<file path="src/rtl/crc32_pkg.sv">
// crc32_pkg: shared constants and FSM state type for the CRC-32 FIFO drain engine.
package crc32_pkg;

   localparam logic [31:0] CRC32_POLY   = 32'hEDB88320;
   localparam logic [31:0] CRC32_INIT   = 32'hFFFFFFFF;
   localparam logic [31:0] CRC32_XOROUT = 32'hFFFFFFFF;

   typedef enum logic {
      IDLE  = 1'b0,
      SHIFT = 1'b1
   } crc_state_t;

endpackage

</file>
<file path="src/rtl/crc32_bit_step.sv">
// crc32_bit_step: one reflected CRC-32 bit update, purely combinational.
module crc32_bit_step
   import crc32_pkg::*;
(
   input  logic [31:0] crc_i,
   input  logic        bit_i,
   output logic [31:0] crc_o
);

   logic fb;

   assign fb    = crc_i[0] ^ bit_i;
   assign crc_o = (crc_i >> 1) ^ (fb ? CRC32_POLY : 32'h0000_0000);

endmodule

</file>
<file path="config.mk">
export PLATFORM = sky130hd
export DESIGN_NAME = crc32_bit_step
export DESIGN_NICKNAME = d
export VERILOG_FILES = /design/src/rtl/crc32_pkg.sv /design/src/rtl/crc32_bit_step.sv
export SDC_FILE = /design/constraint.sdc
export NUM_CORES = 1
export LEC_CHECK = 0
export ABC_CLOCK_PERIOD_IN_PS = 800
export BUFFER_PORTS_ARGS = -buffer_cell sky130_fd_sc_hd__buf_4
export CAP_MARGIN = 20
export CORE_MARGIN = 4
export CORE_UTILIZATION = 31
export DETAILED_ROUTE_END_ITERATION = 6
export PLACE_DENSITY = 0.87
export SLEW_MARGIN = 10
export SYNTH_ARGS = -nofsm -noshare
export SYNTH_HDL_FRONTEND = slang
export SYNTH_SLANG_ARGS = --single-unit
</file>
<file path="constraint.sdc">
create_clock -name vclk -period 0.8
set_input_delay 0.08 -clock vclk [all_inputs]
set_output_delay 0.08 -clock vclk [all_outputs]
set_load 0.01 [all_outputs]
</file>
### Word level (Yosys, flattened, before mapping)

Cells that the tools add are included.

* logic and storage cells: 3
* memory bits (read-only): 0
* register bits after elaboration: 0
* bits in latches: 0
* bits of input ports: 33
* memories kept: 0
* RAM bits: 0

* shift operators: 0
* reduce and logical (&&, ||, !) cells: 0
* muxes and demuxes: 1
* eq/ne operators: 0
* $add $sub $neg: 0
* order comparisons: 0
* bitwise operators: 2
* div/mod/pow operators: 0
* multiply operators: 0

Operators with widths (number)
* $mux W32: 1
* $xor A31 B32 Y32: 1
* $xor A1 B1 Y1: 1

### Logic depth before layout (Yosys ltp)

Gate-level depths: netlist of run 1.

* depth in word-level cells: 3
* mapped depth: 4
* depth with buffers taken out: 1

### Worst setup path before layout of run 1

No wires, ideal clock.

* path kind: input to output
* from: input port crc_i[0]
* to: output port crc_o[15]
* stages on the path: 3
* path slack: -0.013 ns
* arrival: 0.733 ns
* buffers on the path: 2
* path through: buf_6 buf_6 xor3_1

* longest elaborated chain between the ends: 3

Ends and longest elaborated chain
* start: declaration: RTL line crc32_bit_step.sv:5 `input logic [31:0] crc_i,`
* $xor A1 B1 Y1: RTL line crc32_bit_step.sv:12 `assign fb = crc_i[0] ^ bit_i;`
* $mux W32: RTL line crc32_bit_step.sv:13 `assign crc_o = (crc_i >> 1) ^ (fb ? CRC32_POLY : 32'h0000_0000);`
* $xor A31 B32 Y32: RTL line crc32_bit_step.sv:13
* end: declaration: RTL line crc32_bit_step.sv:7 `output logic [31:0] crc_o`

No other way between the ends.

### Final worst setup path of run 1

* from: input port crc_i[0]
* to: output port crc_o[8]

Same word-level chain as after synthesis.

==> flow_summary_export.csv, run 1 <==
group,metric,value,unit
sta,rsz0062_at_grt,"true",
sta,period_needed,846,ps
yosys,syn_nets,69,
layout,final_area,714,um^2
floorplan,die_h,48.5,um
setup_path,cp.required,720,ps
layout,final_nets,83,
sta,whs,160,ps
routing,dr.pass1.iters,2,
layout,drive_gt1_frac,0.792,
routing,drc,0,
routing,vias_per_cell,4.23,
setup_path,path_max_fanout,8,
power,p_leak,0.000409,uW
placed_design,dpl-instance-area,601,um^2
setup_path,cp-start-kind,"primary input",
power,ir_drop,0.442,mV
min_path,hold_class,"primary input to primary output",
routing,post_drt_wl_per_cell,14.8,um
sta,slew-limit-headroom,0.916,
power,power_density,910,nW/um^2
floorplan,fp-row-count,14,
placed_design,port_buffers,29,
setup_path,path_class,"primary input to primary output",
sta,fin_crit_sh,1.06,
setup_path,cp.arrival,770,ps
sta,setup_ws,-45.9,ps
cts,cts_setup_buffers,0,
global_routing,grtUsageTotal,0.0755,
status,violations,"setup timing",
layout,nClkBuffers,0,
flow_run,drv_cap,0,
yosys,synth_warnings,0,
global_routing,antenna_found_initial,0,
floorplan,die_width,48.5,um
sta,timing.final.max_slew_violations,0,
sta,fmax,1.18,GHz
yosys,yosysTopAreaCell,"xor3_1",
floorplan,dieArea,2360,um^2
sta,hold_viol_final,0,
yosys,netlist_top_cells_area,"xor3_1 (42%), buf_4 (28%), xor3_4 (22%), buf_6 (6.6%), xor2_1 (1.7%)",
setup_path,crit_path_end_kind,"primary output",
floorplan,pin_count,65,
yosys,netlist.area_leader.share,0.420,
layout,post-route-util,0.469,
min_path,hold_start,"crc_i[11]",
global_routing,grt_max_degree,15,
yosys,yosysUniqueCellTypes,5,
global_routing,grt_pass1_wl,1510,um
global_routing,grt_pass1_vias,322,
layout,regArea,0,um^2
yosys,synthCells,36,
routing,ant_nets,0,
layout,synthToLayoutAreaGrowth,40.3,%
global_routing,grt_remaining_overflow,0,
placed_design,place_congestion,0.615,
sta,finalSetupViolCount,8,
layout,antennaDiodeCount,0,
routing,wl,949,um
floorplan,core-area,1520,um^2
routing,vias,271,
yosys,ys_seq_area_frac,0,
yosys,syn_area,509,um^2
layout,design.seq.count,0,
routing,drtIter0Drc,2,
yosys,synth_area_per_cell,14.1,um^2
floorplan,initial_core_util,0.334,
status,status,"finished, violations left",
setup_path,startpoint,"crc_i[0]",
sta,worst_pin_slew,126,ps
[layer usage]
layer,up-vias,wire [um],GRT usage
met5,-,0,0
met3,2,147,0.0307
li1,123,-,-
met1,123,281,0.0760
met2,23,514,0.146
met4,0,5,0.00897
[per-stage QoR]
step | power (uW) | setup TNS (ps) | instances | setup WS, ps
finish | 650 | -255 | 64 | -45.9
global route | 690 | -465 | 64 | -62.2
CTS | 640 | -469 | 63 | -57.1
detailed placement | 543 | -1810 | 63 | -205
global placement | 531 | -1590 | 63 | -181
floorplan | 404 | 0 | 36 | 1.76
[worst paths after layout]
kind	endpoint	slack, ps	cells past startpoint
max	crc_o[8]	-50	3
min	crc_o[10]	160	0
[area by class of cell]
| cell class | instances | area (um^2) |
|---|---|---|
| well taps | 16 | 20.0 |
| repair buffers | 34 | 362 |
| multi-input cells | 14 | 333 |
| fillers | 130 | 810 |
[cell usage after synthesis]
| cell | count |
|---|---|
| xor2_1 | 1 |
| xor3_1 | 9 |
| buf_6 | 3 |
| xor3_4 | 4 |
| buf_4 | 19 |
[timing repair]
action                     in CTS  in global routing
cloned                          0                  1
resized for setup              22                  1
pin swaps                       5                  2
hold buffers                    0                  0
setup endpoints to repair      13                 13
[critical path, cell delays in order]
cell and delay, ps:
buf_12 110, xor3_4 430, buf_6 140
[where the power goes]
part	internal, uW	switching, uW
registers	0	0
clock network	0	0
logic	458	192
total	458	192
[cells by family after synthesis]
kind of cell              count (synthesis)  share of synthesized area
xor gates and xnor gates                 14                      0.654
buffers and inverters                    22                      0.346
[layout by cell type, fill, tap and decap left out]
cell type and instances:
buf_12 2, buf_4 14, buf_6 17, clkbuf_16 1
xor2_1 1, xor3_1 9, xor3_4 4
Note: power is estimated with default switching activity, not from simulation.
==> run 2, diff against run 1 <==
BUFFER_PORTS_ARGS = -buffer_cell sky130_fd_sc_hd__buf_2   (was -buffer_cell sky130_fd_sc_hd__buf_4)
==> run 2 against run 1 <==
Effect of this change:
- the flow still finishes with violations (setup timing)
- wire length grew 13%
- count of clock-buffer cells in the layout is the same
- power down 10%
- sequential share of layout area stayed put
==> flow_summary_export.csv, run 2 (synthesized netlist as in run 1, its figures left out) <==
group,metric,value,unit
setup_path,path_class,"primary input to primary output",
sta,slew-limit-headroom,0.933,
power,p_switching,187,uW
sta,hold_viol_final,0,
power,power_switching_share,0.321,
floorplan,initial_core_util,0.334,
layout,final_nets,93,
layout,regArea,0,um^2
power,pwr-share-seq,0,
layout,layout_commonest_cell,"buf_2",
sta,period_needed,923,ps
status,violations,"setup timing",
power,ir_drop,0.381,mV
layout,design.seq.count,0,
setup_path,cp.required,720,ps
floorplan,fp-row-count,14,
power,intPower,396,uW
routing,drc,0,
routing,vias,309,
global_routing,grtUsageTotal,0.0921,
sta,whs,160,ps
layout,drive_gt1_frac,0.828,
floorplan,pin_count,65,
layout,post-route-util,0.468,
placed_design,dp_slack,-221,ps
routing,ant_nets,0,
routing,wl,1070,um
placed_design,port_buffers,29,
routing,drtIter0Drc,3,
power,pwr-share-comb,1.000,
routing,dr.pass1.iters,2,
placed_design,dpl-instance-area,543,um^2
power,power_density,817,nW/um^2
layout,final_cell_mix,"buf_2 (19), buf_6 (12), buf_4 (10)",
layout,nFillCells,131,
global_routing,antenna_found_initial,0,
cts,postCtsHoldBufs,0,
flow_run,drv_cap,0,
setup_path,path_max_fanout,8,
floorplan,die_h,48.5,um
sta,fin_crit_sh,1.15,
sta,fmax,1.08,GHz
floorplan,die_width,48.5,um
status,status,"finished, violations left",
min_path,hold_start,"crc_i[11]",
sta,fin_setup_tns,-978,ps
sta,worst_pin_slew,101,ps
sta,rsz0062_at_grt,"true",
layout,antennaDiodeCount,0,
min_path,hold_class,"primary input to primary output",
setup_path,cp-start-kind,"primary input",
global_routing,grt_pass1_wl,1800,um
setup_path,crit_path_end_kind,"primary output",
power,clock_power_share,0,
sta,finalSetupViolCount,13,
routing,post_drt_wl_per_cell,14.4,um
sta,timing.final.max_slew_violations,0,
global_routing,grt_pass1_vias,366,
power,p_leak,0.000430,uW
floorplan,core-area,1520,um^2
layout,final_area,713,um^2
global_routing,grt_max_degree,9,
setup_path,startpoint,"crc_i[0]",
placed_design,place_congestion,0.617,
routing,vias_per_cell,4.18,
floorplan,dieArea,2360,um^2
sta,setup_ws,-123,ps
layout,synthToLayoutAreaGrowth,40.0,%
layout,nClkBuffers,0,
setup_path,cp.arrival,840,ps
global_routing,grt_remaining_overflow,0,
run 2: path summary, 6_finish.rpt:
kind  depth (start not counted)  slack (ps)   endpoint
min                           0         160  crc_o[10]
max                           4        -120  crc_o[21]
run 2: layer usage:
| metal | vias up | GRT usage | wire, um |
|---|---|---|---|
| li1 | 143 | - | - |
| met1 | 141 | 0.103 | 341 |
| met2 | 23 | 0.178 | 599 |
| met3 | 2 | 0.0215 | 121 |
| met4 | 0 | 0.00897 | 5 |
| met5 | - | 0 | 0 |
run 2: area by class of cell:
cell class	count	area, um^2	share of cell area
Timing Repair Buffer	44	360	0.505
Multi-Input combinational cell	14	333	0.467
Tap cell	16	20.0	0.0281
run 2: metrics by stage:
step	total power, uW	cells
2_1_floorplan	404	36
3_3_place_gp	456	65
3_5_place_dp	466	65
4_1_cts	568	70
5_1_grt	627	74
6_report	583	74
run 2: repair_timing:
item | 4_1_cts | 5_1_grt
gates resized for setup | 20 | 2
pin swaps | 8 | 1
buffers inserted | 5 | 4
endpoints found under the setup margin | 14 | 14
run 2: power groups by stage:
stage / Clock [uW] / Combinational (uW) / Sequential (uW)
detailed placement: 0 / 466 / 0
CTS: 0 / 568 / 0
global placement: 0 / 456 / 0
global route: 0 / 627 / 0
finish: 0 / 583 / 0
floorplan: 0 / 404 / 0
run 2: worst max-delay path, cell delays in order:
cell and delay (ps):
buf_12 100, buf_6 90, xor3_1 400, buf_2 160
